## src/rtl/exception_module.sv

```systemverilog
// ---------------------------------------------------------------------------
// exception_module
//
// CP0 exception / interrupt controller for the 5-stage MIPS pipeline.
// Exceptions are taken precisely at the MEM stage. The MEM instruction's
// exception flags are prioritised against pending interrupts. The block then
// drives the CP0 write port of the register file and requests a pipeline
// flush plus a PC redirect. It also owns the Count/Compare timer interrupt
// and handles ERET.
//
// Ports
//   clk, rst                 clock, synchronous active-high reset
//   Status_data, cause_data  CP0 Status / Cause read back from the register file
//   hardware_interruption    six level-sensitive external interrupt lines
//   compare_data/compare_we  current Compare value / Compare written this cycle
//   mem_valid, pc_M,         MEM-stage instruction: valid, PC,
//   in_delay_slot_M          and whether it sits in a branch delay slot
//   *_M exception flags      faults carried with the MEM instruction
//   data_addr_M              faulting data address of a load/store
//   eret_M                   MEM instruction is ERET
//   we                       one-hot CP0 write enables by register number
//   interrupt_enable         pending IP field, written to Cause[15:8]
//   Exception_code, EXL,     CP0 write data: ExcCode, Status.EXL,
//   epc, BADADDR,            EPC, BadVAddr,
//   Branch_delay             and Cause.BD
//   flush, redirect,         pipeline flush and PC redirect
//   redirect_pc              PC target used when redirect=1
// ---------------------------------------------------------------------------
module exception_module #(
    parameter logic [31:0] EXC_VECTOR = 32'hBFC0_0380,
    parameter int unsigned TIMER_DIV  = 2
) (
    input  logic        clk,
    input  logic        rst,
    input  logic [31:0] Status_data,
    input  logic [31:0] cause_data,
    input  logic [5:0]  hardware_interruption,
    input  logic [31:0] compare_data,
    input  logic        compare_we,
    input  logic        mem_valid,
    input  logic [31:0] pc_M,
    input  logic        in_delay_slot_M,
    input  logic        fetch_adel_M,
    input  logic        ri_M,
    input  logic        ov_M,
    input  logic        syscall_M,
    input  logic        break_M,
    input  logic        load_adel_M,
    input  logic        store_ades_M,
    input  logic [31:0] data_addr_M,
    input  logic        eret_M,
    output logic [31:0] we,
    output logic [7:0]  interrupt_enable,
    output logic [4:0]  Exception_code,
    output logic        EXL,
    output logic [31:0] epc,
    output logic [31:0] BADADDR,
    output logic        Branch_delay,
    output logic        flush,
    output logic        redirect,
    output logic [31:0] redirect_pc
);

    // CP0 register numbers used on the one-hot write-enable bus
    localparam int unsigned REG_BADVADDR = 8;
    localparam int unsigned REG_STATUS   = 12;
    localparam int unsigned REG_CAUSE    = 13;
    localparam int unsigned REG_EPC      = 14;

    // ExcCode values
    localparam logic [4:0] EXC_INT  = 5'h00;
    localparam logic [4:0] EXC_ADEL = 5'h04;
    localparam logic [4:0] EXC_ADES = 5'h05;
    localparam logic [4:0] EXC_SYS  = 5'h08;
    localparam logic [4:0] EXC_BP   = 5'h09;
    localparam logic [4:0] EXC_RI   = 5'h0A;
    localparam logic [4:0] EXC_OV   = 5'h0C;

    // Last value of the prescaler before Count advances
    localparam logic [31:0] DIV_LAST = 32'(TIMER_DIV - 1);

    typedef enum logic [0:0] {
        ST_RUN   = 1'b0,
        ST_FLUSH = 1'b1
    } state_t;

    state_t      state_r;
    state_t      next_state_s;

    logic [31:0] div_cnt_r;
    logic [31:0] count_r;
    logic        timer_irq_r;
    logic [31:0] epc_r;

    logic [7:0]  ip_s;
    logic        int_pending_s;
    logic        decide_s;
    logic        exc_take_s;
    logic        eret_take_s;
    logic [4:0]  exc_code_s;
    logic        bad_we_s;
    logic [31:0] bad_addr_s;
    logic [31:0] epc_val_s;
    logic        timer_match_s;

    // Status/Cause fields this block does not look at
    logic        unused_bits_s;
    assign unused_bits_s = ^{Status_data[31:16], Status_data[7:2],
                             cause_data[31:10], cause_data[7:0]};

    // Pending-interrupt vector: the timer interrupt shares line 5 with hardware.
    assign ip_s = {hardware_interruption[5] | timer_irq_r,
                   hardware_interruption[4:0],
                   cause_data[9:8]};

    // An interrupt is serviceable only with IE=1, EXL=0 and an unmasked IP bit.
    assign int_pending_s = Status_data[0] & ~Status_data[1] &
                           (|(ip_s & Status_data[15:8]));

    assign timer_match_s = (count_r == compare_data) && (compare_data != 32'h0);

    // The EPC of a delay-slot instruction points back at its branch.
    assign epc_val_s = in_delay_slot_M ? (pc_M - 32'd4) : pc_M;

    // Decisions are made only for a real instruction while not draining a flush.
    assign decide_s = mem_valid & (state_r == ST_RUN) & ~rst;

    // Prescaler, Count and the Compare-match interrupt latch
    always_ff @(posedge clk) begin
        if (rst) begin
            div_cnt_r   <= 32'h0;
            count_r     <= 32'h0;
            timer_irq_r <= 1'b0;
        end else begin
            if (div_cnt_r >= DIV_LAST) begin
                div_cnt_r <= 32'h0;
                count_r   <= count_r + 32'd1;
            end else begin
                div_cnt_r <= div_cnt_r + 32'd1;
            end
            // A Compare write acknowledges the interrupt and beats a same-cycle match.
            if (compare_we) begin
                timer_irq_r <= 1'b0;
            end else if (timer_match_s) begin
                timer_irq_r <= 1'b1;
            end else begin
                timer_irq_r <= timer_irq_r;
            end
        end
    end

    // Exception priority encoder for the MEM instruction
    always_comb begin
        exc_take_s  = 1'b0;
        eret_take_s = 1'b0;
        exc_code_s  = EXC_INT;
        bad_we_s    = 1'b0;
        bad_addr_s  = 32'h0;
        if (decide_s) begin
            exc_take_s = 1'b1;
            if (int_pending_s) begin
                exc_code_s = EXC_INT;
            end else if (fetch_adel_M) begin
                exc_code_s = EXC_ADEL;
                bad_we_s   = 1'b1;
                bad_addr_s = pc_M;
            end else if (ri_M) begin
                exc_code_s = EXC_RI;
            end else if (ov_M) begin
                exc_code_s = EXC_OV;
            end else if (syscall_M) begin
                exc_code_s = EXC_SYS;
            end else if (break_M) begin
                exc_code_s = EXC_BP;
            end else if (load_adel_M) begin
                exc_code_s = EXC_ADEL;
                bad_we_s   = 1'b1;
                bad_addr_s = data_addr_M;
            end else if (store_ades_M) begin
                exc_code_s = EXC_ADES;
                bad_we_s   = 1'b1;
                bad_addr_s = data_addr_M;
            end else begin
                // Nothing to take; an ERET is honoured only in this case.
                exc_take_s  = 1'b0;
                eret_take_s = eret_M;
            end
        end else begin
            exc_take_s  = 1'b0;
            eret_take_s = 1'b0;
        end
    end

    // Internal copy of EPC used as the ERET return target
    always_ff @(posedge clk) begin
        if (rst) begin
            epc_r <= 32'h0;
        end else if (exc_take_s && !Status_data[1]) begin
            epc_r <= epc_val_s;
        end else begin
            epc_r <= epc_r;
        end
    end

    // FSM state register
    always_ff @(posedge clk) begin
        if (rst) begin
            state_r <= ST_RUN;
        end else begin
            state_r <= next_state_s;
        end
    end

    // FSM next-state logic: every take or ERET is followed by one flush cycle
    always_comb begin
        next_state_s = ST_RUN;
        case (state_r)
            ST_RUN: begin
                if (exc_take_s || eret_take_s) begin
                    next_state_s = ST_FLUSH;
                end else begin
                    next_state_s = ST_RUN;
                end
            end
            ST_FLUSH: next_state_s = ST_RUN;
            default:  next_state_s = ST_RUN;
        endcase
    end

    // FSM output logic: CP0 write port, flush and redirect
    always_comb begin
        we               = 32'h0;
        interrupt_enable = ip_s;
        Exception_code   = 5'h0;
        EXL              = 1'b0;
        epc              = 32'h0;
        BADADDR          = 32'h0;
        Branch_delay     = 1'b0;
        flush            = 1'b0;
        redirect         = 1'b0;
        redirect_pc      = 32'h0;
        if (rst) begin
            // Everything except the IP field stays quiet while in reset.
            we = 32'h0;
        end else begin
            // Cause.IP is rewritten every cycle so it tracks the interrupt lines.
            we[REG_CAUSE] = 1'b1;
            case (state_r)
                ST_RUN: begin
                    if (exc_take_s) begin
                        flush          = 1'b1;
                        redirect       = 1'b1;
                        redirect_pc    = EXC_VECTOR;
                        Exception_code = exc_code_s;
                        EXL            = 1'b1;
                        we[REG_STATUS] = 1'b1;
                        epc            = epc_val_s;
                        Branch_delay   = in_delay_slot_M;
                        // Nested exception (EXL already set) must keep the original EPC.
                        we[REG_EPC]    = ~Status_data[1];
                        we[REG_BADVADDR] = bad_we_s;
                        BADADDR        = bad_addr_s;
                    end else if (eret_take_s) begin
                        flush          = 1'b1;
                        redirect       = 1'b1;
                        redirect_pc    = epc_r;
                        EXL            = 1'b0;
                        we[REG_STATUS] = 1'b1;
                    end else begin
                        flush = 1'b0;
                    end
                end
                ST_FLUSH: begin
                    // Second flush cycle squashes the bubble behind the redirect.
                    flush = 1'b1;
                end
                default: begin
                    flush = 1'b0;
                end
            endcase
        end
    end

endmodule

```

## config.mk

```make
export PLATFORM = sky130hd
export DESIGN_NAME = exception_module
export DESIGN_NICKNAME = d
export VERILOG_FILES = /design/src/rtl/exception_module.sv
export SDC_FILE = /design/constraint.sdc
export NUM_CORES = 1
export LEC_CHECK = 0
export ABC_AREA = 1
export ABC_CLOCK_PERIOD_IN_PS = 3180
export CELL_PAD_IN_SITES_DETAIL_PLACEMENT = 1
export CELL_PAD_IN_SITES_GLOBAL_PLACEMENT = 2
export CORE_MARGIN = 5
export CORE_UTILIZATION = 22
export CTS_BUF_LIST = sky130_fd_sc_hd__clkbuf_8 sky130_fd_sc_hd__clkbuf_16
export CTS_CLUSTER_SIZE = 40
export DETAILED_ROUTE_END_ITERATION = 10
export GPL_ROUTABILITY_DRIVEN = 1
export HOLD_SLACK_MARGIN = 0.02
export PLACE_DENSITY = 0.95
export SYNTH_ARGS = -nofsm -noshare
export SYNTH_HDL_FRONTEND = slang
export SYNTH_SLANG_ARGS = --single-unit
```

## constraint.sdc

```tcl
create_clock -name clk -period 3.18 [get_ports clk]
set_input_delay 0.477 -clock clk [delete_from_list [all_inputs] [get_ports clk]]
set_output_delay 0.477 -clock clk [all_outputs]
set_load 0.01 [all_outputs]
```

==> metrics, run 1 <==
status=complete, no violations; peak supply drop=0.241 mV; CORE AREA=32,500 sq um; cells along the critical path=clkdlybuf4s50_1 > inv_1 > buf_4 > nand2_1 > nor2_2 > nand2_2 > nor2_4 > nand4_1 > a21oi_1 > clkdlybuf4s50_1; Async S/R FF share, synth=0%; PortBufs=242; CP Capture Type=output pin; Core Rows=66; NumNets Final=1,708; largest family of logic cells by synthesized area=simple AND/OR/NAND/NOR gates; worst hold path stage count=2; Sink Count=98; XOR/XNOR share of the synthesized area=4.47%; reg2reg end=count_r[14]$_SDFFE_PP0P_; critical path's slowest cell=clkdlybuf4s50_1; Cell variety after synth=43; cts-stage hold buffer count=0; Final ANT Viol Nets=0; CTS tree=built; routed len/inst=15.1 um; CTS Buf Count=9; chip width=192 um; clock root buffer=clkbuf_16; Initial Util=22.3%; critical path class=primary input to output pin; Synth top area share=27.0%; worst skew pair latency=0.35 ns; Buf+Inv Stages, Crit Path=4; area occupied by multi-input gates=4460 sq um; area grow syn2layout=52.4%; Most common cell on crit path=clkdlybuf4s50_1; post-synthesis compound-gate area fraction=9.31%; diode count=0; clk buf depth=2; Cell Pwr Density=284 nW/um^2; Worst Tran Pin Value=0.616 ns; Cell Area, Synth=7260 sq um; gr usage total=15.9%; vias after detailed routing=8,486; Worst Setup Start Kind=primary input; Max Cap Viol=0; leading area contributor after synthesis=dfxtp_1; count leader, synth=nand2_1; most frequent cells after synthesis=nand2_1 (314), nor2_1 (221), inv_1 (153), dfxtp_1 (98), nand3_1 (68); Synth Area in Simple Gates=43.0%; gr ovfl total=0; sequential share of the synthesized area=27.0%; register area=1960 sq um; CP max stage delay=0.59 ns; first-pass GRT wire length=46.4 mm; Setup-failing EPs final=0; setup slack after layout=0.131 ns; Critical Path AT=2.57 ns; IO Pins=324; Die ar.=36,700 sq um; initial antenna violation count=0; DP Wirelength=25.0 mm; pin count of the biggest net entering global routing=56; Static Leak=5.57 nW; Critical Path RT=2.70 ns; EDFF count, synth=0; adder-cell share of the synthesized area=0.862%; crit path time final=3.05 ns; Hold Vio Cnt, Final=0; R2R depth=10; vias in the first global route=8,998; CTS clock-pin slew for the worst setup and hold paths=0.07 ns; hold worst-path end=timer_irq_r$_SDFFE_PP0P_; CP Max Fanout=5; Clock Skew=0.00588 ns; # DRC=0; fillcell total=4,212; layout cell share with drive strength beyond 1=11.2%; relative slew slack=58.8%; RD Place Congestion=0.856; first drt pass iteration count=4; FMAX=328 MHz; RSZ-0062 raised after global routing=false; max-slew violation count=0; routed wire length=29.8 mm; CP delay by family, top=buffers and inverters; synth warn=0; Synth area leaders=dfxtp_1 (27%), nand2_1 (16%), nor2_1 (11%); Die Y-Extent=192 um; Setup WS pre-CTS=-0.116 ns; Setup TNS Final=0 ns; Syn Area/Cell=6.00 sq um; period utilization=95.9%; hold crit path type=flop to flop; CTS H-tree depth=3; Yosys reg bits=98; DR iter-0 viols=226; WHS=0.451 ns; post-DR vias/cell=4.31; Hold Crit Start=timer_irq_r$_SDFFE_PP0P_; Reg-to-Reg Start=count_r[0]$_SDFFE_PP0P_; post-synthesis mux area share=0%; reg2reg setup slack=1.09 ns; ys flop type=dfxtp_1; gate count after technology mapping=1,210
## area by class of cell
type | count | share of cell area [%]
repair buffers | 323 | 28.7
well taps | 442 | 5.00
flip-flops and latches | 98 | 17.7
clock buffers | 10 | 2.16
clock inverters | 6 | 0.588
inverters | 161 | 5.46
multi-input cells | 931 | 40.3
## registers in the layout, summed over array words and instances, names as in the netlist
signal and cells:
div_cnt_r 32, timer_irq_r 1, state_r 1, epc_r 32, count_r 32
## tightest hold or removal path, cell delays in order, from the launching register on
cell and delay [ns]:
dfxtp_1 0.31, inv_1 0.05, a21oi_1 0.06
## cells by family (layout without fill, tap and decap cells)
family | after synthesis | in the layout
adder cells (fa/ha/maj) | 5 | 5
buffers and inverters | 238 | 500
AO/OA/AOI/OAI | 122 | 122
XOR/XNOR | 37 | 37
flip-flops | 98 | 98
AND/OR/NAND/NOR | 709 | 709
other | 1 | 58
## power breakdown
part | switching (mW) | internal, mW
combinational | 0.360 | 0.353
sequential | 0.0199 | 1.27
clock | 0.501 | 0.635
## worst max-delay path by stage
stage	to	from	slack, ns	cells past startpoint
floorplan	epc[26]	pc_M[2]	1.02	10
global placement	epc[28]	pc_M[3]	-0.11	11
detailed placement	epc[28]	pc_M[3]	-0.12	11
CTS	epc[19]	pc_M[3]	-0.01	10
global route	epc[25]	pc_M[12]	0.004	11
finish	epc[21]	pc_M[2]	0.13	10
## cell usage in the layout, fill, tap and decap left out, types with 2 or more instances in the layout
cell             synthesis  routed
xor2_1                  15      13
ha_1                     5       4
or2_2                    3       3
a21oi_2                  3       5
nand2_4                  2       2
nand2_2                 11      13
nor3_4                   4       5
dfxtp_1                 98      98
nor2_1                 221     215
xor2_2                   0       2
and3_1                   2       2
buf_2                    9       2
xnor2_1                 22      22
nand4_1                 27      27
clkbuf_16                0       9
inv_1                  153     154
buf_12                   0       3
a21oi_1                 61      59
conb_1                   1      58
nor2_4                   5       7
nand3b_1                 3       3
nand3_2                  3       3
nand2_1                314     312
nor3_2                   5       4
dlygate4sd2_1            0       5
o21ai_1                  8       8
clkinv_1                 2       2
nor2_2                  14      18
o21ai_0                 33      33
buf_4                   44      78
inv_6                    0       2
nor3_1                  19      19
inv_2                    6       6
clkdlybuf4s50_1          0     185
dlymetal6s2s_1           0      50
or2_1                    3       3
a211oi_1                13      13
nand3_1                 68      68
## repair_timing
action,4_1_cts,5_1_grt
pin swaps,2,6
gates cloned,0,0
gates resized for setup,14,57
setup endpoints to repair,22,42
endpoints found under the hold margin,0,0
setup buffers,1,3
## through the flow
step	instance area, sq um	total power [mW]	util, %	std cells
floorplan	7470	1.65	-	1267
global placement	10500	2.03	32.4	1951
detailed placement	10500	2.04	32.4	1951
CTS	10900	3.20	33.5	1968
global route	11100	3.33	34.0	1971
finish	11100	3.14	34.0	1971
## metal layers
| layer | GRT usage, % | part of all wire, % | up-vias |
|---|---|---|---|
| met4 | 3.81 | 1.6 | 0 |
| met3 | 4.74 | 7.5 | 28 |
| li1 | - | - | 4292 |
| met1 | 18.3 | 41 | 3941 |
| met2 | 28.9 | 50 | 225 |
| met5 | 0 | 0 | - |
No activity file was read; power rests on OpenSTA's default activity.
==> run 2: changes to the inputs <==
- CORE_ASPECT_RATIO: not set -> 0.5
- CTS_BUF_LIST: sky130_fd_sc_hd__clkbuf_8 sky130_fd_sc_hd__clkbuf_16 -> sky130_fd_sc_hd__clkbuf_16
- SLEW_MARGIN: not set -> 20
==> run 2 against run 1 <==
Non-clock buffer count shrank 26; power down 0.89%; clock power is essentially flat; largest power group unchanged; wire length down 1.6%; hold slack got worse by 0.00096 ns; critical path depth is 1 higher; final cell count is 1.4% lower; highest routed layer unchanged.
==> metrics, run 2 (same netlist as run 1, synthesis figures left out) <==
wl on met1=13.2 mm (+7.2%); chip width=267 um (+39%); Max Cap Viol=0 (unchanged); IO Pins=324 (unchanged); crit path time final=3.10 ns (+0.0515 ns); reg2reg setup slack=1.09 ns (about the same); RD Place Congestion=0.896 (+4.7%); Static Leak=5.07 nW (-9.1%); vias in the first global route=8,264 (-8.2%); initial antenna violation count=0 (unchanged); CORE AREA=32,800 sq um (+0.85%); worst hold path stage count=2 (unchanged); reg2reg end=count_r[16]$_SDFFE_PP0P_; Setup-failing EPs final=0 (unchanged); most frequent cells in the layout=nand2_1 (311), nor2_1 (214), clkdlybuf4s50_1 (210), inv_1 (153), dfxtp_1 (98); Core Rows=47 (-29%); clock root buffer=clkbuf_16; Reg-to-Reg Start=div_cnt_r[1]$_SDFF_PP0_; critical path class=primary input to output pin; NumNets Final=1,682 (-1.5%); area occupied by multi-input gates=4520 sq um (+1.3%); layout cell share with drive strength beyond 1=10.2% (-1.1 points); Hold Vio Cnt, Final=0 (unchanged); Clock Skew=0.0108 ns (+0.00487 ns); cells along the critical path=clkdlybuf4s50_1 > nand2_1 > nand2_1 > nor2_1 > nand3_2 > nand2_4 > o211ai_2 > buf_12 > a211oi_1 > buf_4 > clkdlybuf4s50_1; DR top layer=met4; CTS Buf Count=9 (unchanged); vias after detailed routing=8,242 (-2.9%); Critical Path AT=2.62 ns (+0.05 ns); peak supply drop=0.196 mV (-19%); register area=1960 sq um (unchanged); Final ANT Viol Nets=0 (unchanged); diode count=0 (unchanged); fillcell total=4,229 (+0.40%); post-DR vias/cell=4.24 (-1.5%); R2R depth=8 (-2); Worst Tran Pin Value=0.694 ns (+0.0787 ns); CP Max Fanout=18 (+13); Die Y-Extent=138 um (-28%); pin count of the biggest net entering global routing=56 (unchanged); critical path's slowest cell=clkdlybuf4s50_1; Buf+Inv Stages, Crit Path=4 (unchanged); Critical Path RT=2.70 ns (about the same); cts-stage hold buffer count=0 (unchanged); clk buf depth=2 (unchanged); RSZ-0062 raised after global routing=true; first drt pass iteration count=4 (unchanged); routed len/inst=15.1 um (-0.14%); commonest non-fill, non-tap cell in the layout=nand2_1; Initial Util=22.1% (-0.19 points); CP Capture Type=output pin; CTS clock-pin slew for the worst setup and hold paths=0.06 ns (about the same); Power Total=3.11 mW (-0.89%); period utilization=97.5% (+1.6 points); Setup TNS Final=0 ns (unchanged); area grow syn2layout=49.6%; CP delay by family, top=buffers and inverters; relative slew slack=53.6% (-5.3 points); Die ar.=36,900 sq um (+0.60%); CTS H-tree depth=3 (unchanged); DP Wirelength=24.4 mm (-2.4%); first-pass GRT wire length=45.4 mm (-2.2%); hold crit path type=flop to flop; gr usage total=15.2% (-0.65 points); status=complete, no violations; Cell Pwr Density=287 nW/um^2 (+0.97%); Worst Setup Start Kind=primary input; max-slew violation count=0 (unchanged); Sink Count=98 (unchanged); CTS tree=built; hold worst-path end=timer_irq_r$_SDFFE_PP0P_; routed wire length=29.3 mm (-1.6%); metal3 WL=731 um (-67%); gr ovfl total=0 (unchanged); biggest regs=count_r: 32 flops, div_cnt_r: 32 flops, epc_r: 32 flops; Hold Crit Start=timer_irq_r$_SDFFE_PP0P_; met2 WL=15.0 mm (+1.7%); FMAX=323 MHz (-1.7%); # DRC=0 (unchanged); DR iter-0 viols=425 (+88%); worst skew pair latency=0.36 ns (about the same); CP max stage delay=0.53 ns (-0.06 ns); PortBufs=242 (unchanged)
==> run 2: worst register-to-register path, stage by stage, from the launching register on <==
cell and delay, ns:
dfxtp_1 0.33, inv_1 0.06, ha_1 0.18, inv_1 0.07, nand4_1 0.09, nor3_1 0.29
nand3_1 0.57, a21oi_1 0.35, nor2_1 0.07
==> run 2: per-stage QoR <==
step                      worst slack, ns  hold WS [ns]  cell area (sq um)  utilization, %  cells
final                              0.0799         0.450              10900            33.1   1943
after global routing              -0.0170         0.500              10900            33.1   1943
after CTS                         -0.0174         0.450              10700            32.5   1940
after detailed placement           -0.127         0.441              10400            31.6   1924
after global placement            -0.0601         0.429              10400            31.6   1924
after floorplan                      1.02         0.420               7470               -   1267
==> run 2: per-layer routing <==
metal,up-vias,GRT usage (%)
met5,-,0
met4,0,3.07
met3,18,1.83
met2,105,27.7
met1,3881,19.5
li1,4238,-
==> run 2: what timing repair did <==
action | in CTS | in global routing
endpoints found under the setup margin | 9 | 48
resized for setup | 5 | 51
cloned | 0 | 0
pin swaps | 1 | 2
buffers inserted | 1 | 3
==> run 2: worst max path at each step <==
stage,slack (ns),startpoint,end,cells past startpoint
finish,0.08,cause_data[8],BADADDR[6],11
global route,-0.02,pc_M[4],epc[31],10
detailed placement,-0.13,pc_M[3],epc[20],10
floorplan,1.02,pc_M[2],epc[26],10
CTS,-0.02,pc_M[3],epc[20],10
global placement,-0.06,pc_M[3],epc[20],10
==> run 2: report_power, final <==
group          internal [mW]  switching [mW]  total [mW]  leakage [nW]
sequential              1.27          0.0189        1.29         0.805
clock                  0.608           0.507        1.12         0.136
combinational          0.345           0.362       0.707          4.13
==> run 2: area by class of cell <==
| cell class | instances | area share, % |
|---|---|---|
| clock inverter | 6 | 0.611 |
| timing repair buffer | 297 | 27.0 |
| sequential | 98 | 18.1 |
| tap | 441 | 5.08 |
| clock buffer | 9 | 2.07 |
| inverter | 161 | 5.57 |
| multi-input combinational | 931 | 41.6 |
==> run 3: changes to the inputs <==
--- a/config.mk
+++ b/config.mk
@@ -12,6 +12,6 @@
 export CORE_ASPECT_RATIO = 0.5
 export CORE_MARGIN = 5
-export CORE_UTILIZATION = 22
-export CTS_BUF_LIST = sky130_fd_sc_hd__clkbuf_16
+export CORE_UTILIZATION = 23
+export CTS_BUF_LIST = sky130_fd_sc_hd__clkbuf_8
 export CTS_CLUSTER_SIZE = 40
 export DETAILED_ROUTE_END_ITERATION = 10
==> constraint.sdc (replaced) <==
create_clock -name clk -period 3.18 [get_ports clk]
set_input_delay 0.636 -clock clk [delete_from_list [all_inputs] [get_ports clk]]
set_output_delay 0.636 -clock clk [all_outputs]
set_load 0.01 [all_outputs]
==> run 3 against run 2 <==
Via count increased by 5.8%; clock power decreased by 23%; final area increased by 4.2%; non-clock buffer count increased by 99; first-iteration DRC count decreased by 20%; core utilization increased by 3.0 points; fmax decreased by 0.29%; die area decreased by 4.1%; sequential power about the same; hold slack improved by 0.012 ns; critical path type unchanged.
==> metrics, run 3 (same netlist as run 1, synthesis figures left out) <==
routed wire length=31.2 mm (+6.4%); FMAX=322 MHz (-0.29%); CP Capture Type=output pin; peak supply drop=0.152 mV (-22%); most frequent cells in the layout=nand2_1 (309), nor2_1 (204), inv_1 (150), buf_4 (144), clkdlybuf4s50_1 (125); Core Rows=46 (-2.1%); pin count of the biggest net entering global routing=56 (unchanged); Worst Tran Pin Value=0.627 ns (-0.0669 ns); Combinational Power Share=26.5% (+3.8 points); Initial Util=23.1% (+1.0 points); PortBufs=242 (unchanged); crit path launch=store_ades_M; clk buf depth=2 (unchanged); first-pass GRT wire length=47.4 mm (+4.4%); CP Max Fanout=2 (-16); Setup WS pre-CTS=-0.386 ns (-0.260 ns); Reg-to-Reg Start=div_cnt_r[1]$_SDFF_PP0_; Clock Skew=0.0131 ns (+0.00234 ns); IO Pins=324 (unchanged); Setup-failing EPs final=0 (unchanged); WHS=0.461 ns (+0.0116 ns); Cells after DPL=1,993 (+3.6%); crit path time final=3.11 ns (+0.00915 ns); switching share of power=31.0% (+2.4 points); Hold Vio Cnt, Final=0 (unchanged); layout cell share with drive strength beyond 1=19.4% (+9.2 points); CTS H-tree depth=3 (unchanged); DR iter-0 viols=339 (-20%); vias after detailed routing=8,717 (+5.8%); Hold Crit Start=timer_irq_r$_SDFFE_PP0P_; internal power=2.03 mW (-8.9%); relative slew slack=58.1% (+4.5 points); Final ANT Viol Nets=0 (unchanged); worst skew pair latency=0.38 ns (+0.02 ns); net load switching power=909 uW (+2.4%); routed len/inst=15.3 um (+1.6%); RSZ-0062 raised after global routing=true; Die Y-Extent=136 um (-2.0%); NumNets Final=1,781 (+5.9%); Finished Layout Cells=2,035 (+4.7%); Die ar.=35,400 sq um (-4.1%); initial antenna violation count=1 (+1); Sink Count=98 (unchanged); period utilization=97.8% (+0.29 points); CTS tree=built; gr usage total=16.8% (+1.6 points); Sequential Power Share=44.0% (+2.5 points); setup slack after layout=0.0708 ns (-0.00915 ns); clock network fraction of total power=29.5% (-6.3 points); Max Cap Viol=0 (unchanged); vias in the first global route=8,749 (+5.9%); CTS clock-pin slew for the worst setup and hold paths=0.10 ns (+0.04 ns); post-DR vias/cell=4.28 (+0.98%); Critical Path AT=2.47 ns (-0.15 ns); commonest non-fill, non-tap cell in the layout=nand2_1; DP Wirelength=25.4 mm (+4.1%); status=complete, no violations; area grow syn2layout=55.9%; CORE AREA=31,400 sq um (-4.4%); Static Leak=5.47 nW (+8.0%); Critical Path RT=2.54 ns (-0.16 ns); # DRC=0 (unchanged); chip width=261 um (-2.1%); CTS Buf Count=9 (unchanged); biggest regs=count_r: 32 flops, div_cnt_r: 32 flops, epc_r: 32 flops; Setup TNS Final=0 ns (unchanged); cts-stage hold buffer count=0 (unchanged); hold crit path type=flop to flop; max-slew violation count=0 (unchanged); gr ovfl total=0 (unchanged); fillcell total=4,129 (-2.4%); Worst Setup Start Kind=primary input; Cell Pwr Density=259 nW/um^2 (-9.5%); RD Place Congestion=0.853 (-4.8%); critical path class=primary input to output pin; first drt pass iteration count=5 (+1); clock root buffer=clkbuf_8
## run 3: changes by cell type in the layout (fill, tap and decap cells not counted), sizes merged, moves of 11 or more
cell / before / now
buf: 57 / 173
clkbuf: 9 / 27
clkdlybuf4s15: 0 / 11
clkdlybuf4s50: 210 / 125
dlygate4sd2: 2 / 59
dlymetal6s2s: 28 / 9
## run 3: layout make-up
type | count | area, sq um | share of cell area (%)
diodes | 1 | 2.50 | 0.0221
clock buffers | 9 | 124 | 1.09
clock inverters | 7 | 73.8 | 0.652
inverters | 161 | 604 | 5.34
multi-input cells | 931 | 4570 | 40.4
flip-flops and latches | 98 | 1960 | 17.3
well taps | 432 | 541 | 4.78
repair buffers | 396 | 3430 | 30.3
## run 3: per-stage QoR
stage / instance area [sq um] / total power [mW] / util (%)
after floorplan: 7470 / 1.65 / -
after global placement: 10900 / 2.07 / 34.8
after detailed placement: 10900 / 2.09 / 34.8
after CTS: 11300 / 2.98 / 36.0
after global routing: 11300 / 3.10 / 36.1
final: 11300 / 2.94 / 36.1
## run 3: timing repair
action,CTS,global route
gates resized for setup,193,86
hold endpoints to repair,0,0
setup buffers,18,5
endpoints found under the setup margin,106,78
pin swaps,11,9
gates cloned,2,1
## run 3: worst paths after layout
check                             end  slack (ns)  depth (start not counted)
max                            we[14]        0.07                          8
max reg2reg   div_cnt_r[1]$_SDFF_PP0_        1.12                          9
min          timer_irq_r$_SDFFE_PP0P_        0.46                          2
min reg2reg  timer_irq_r$_SDFFE_PP0P_        0.46                          2
## run 3: critical path, stage by stage
cell	delay, ns
clkdlybuf4s50_1	0.42
or2_4	0.27
nor3_4	0.23
nand2_2	0.11
buf_4	0.15
nand3_2	0.08
inv_2	0.04
clkdlybuf4s50_1	0.53
## run 3: power by group through the flow
stage               clock, mW  sequential (mW)  combinational, mW
floorplan                   0             1.31              0.336
global placement            0             1.32              0.753
detailed placement          0             1.32              0.766
CTS                     0.911             1.29              0.777
global route            0.950             1.30              0.852
finish                  0.866             1.29              0.779
## run 3: metal layers
| metal | up-vias | GRT usage (%) | part of all wire (%) |
|---|---|---|---|
| li1 | 4446 | - | - |
| met1 | 4123 | 20.9 | 45 |
| met2 | 119 | 31.4 | 51 |
| met3 | 29 | 2.07 | 2.5 |
| met4 | 0 | 3.24 | 1.5 |
| met5 | - | 0 | 0 |
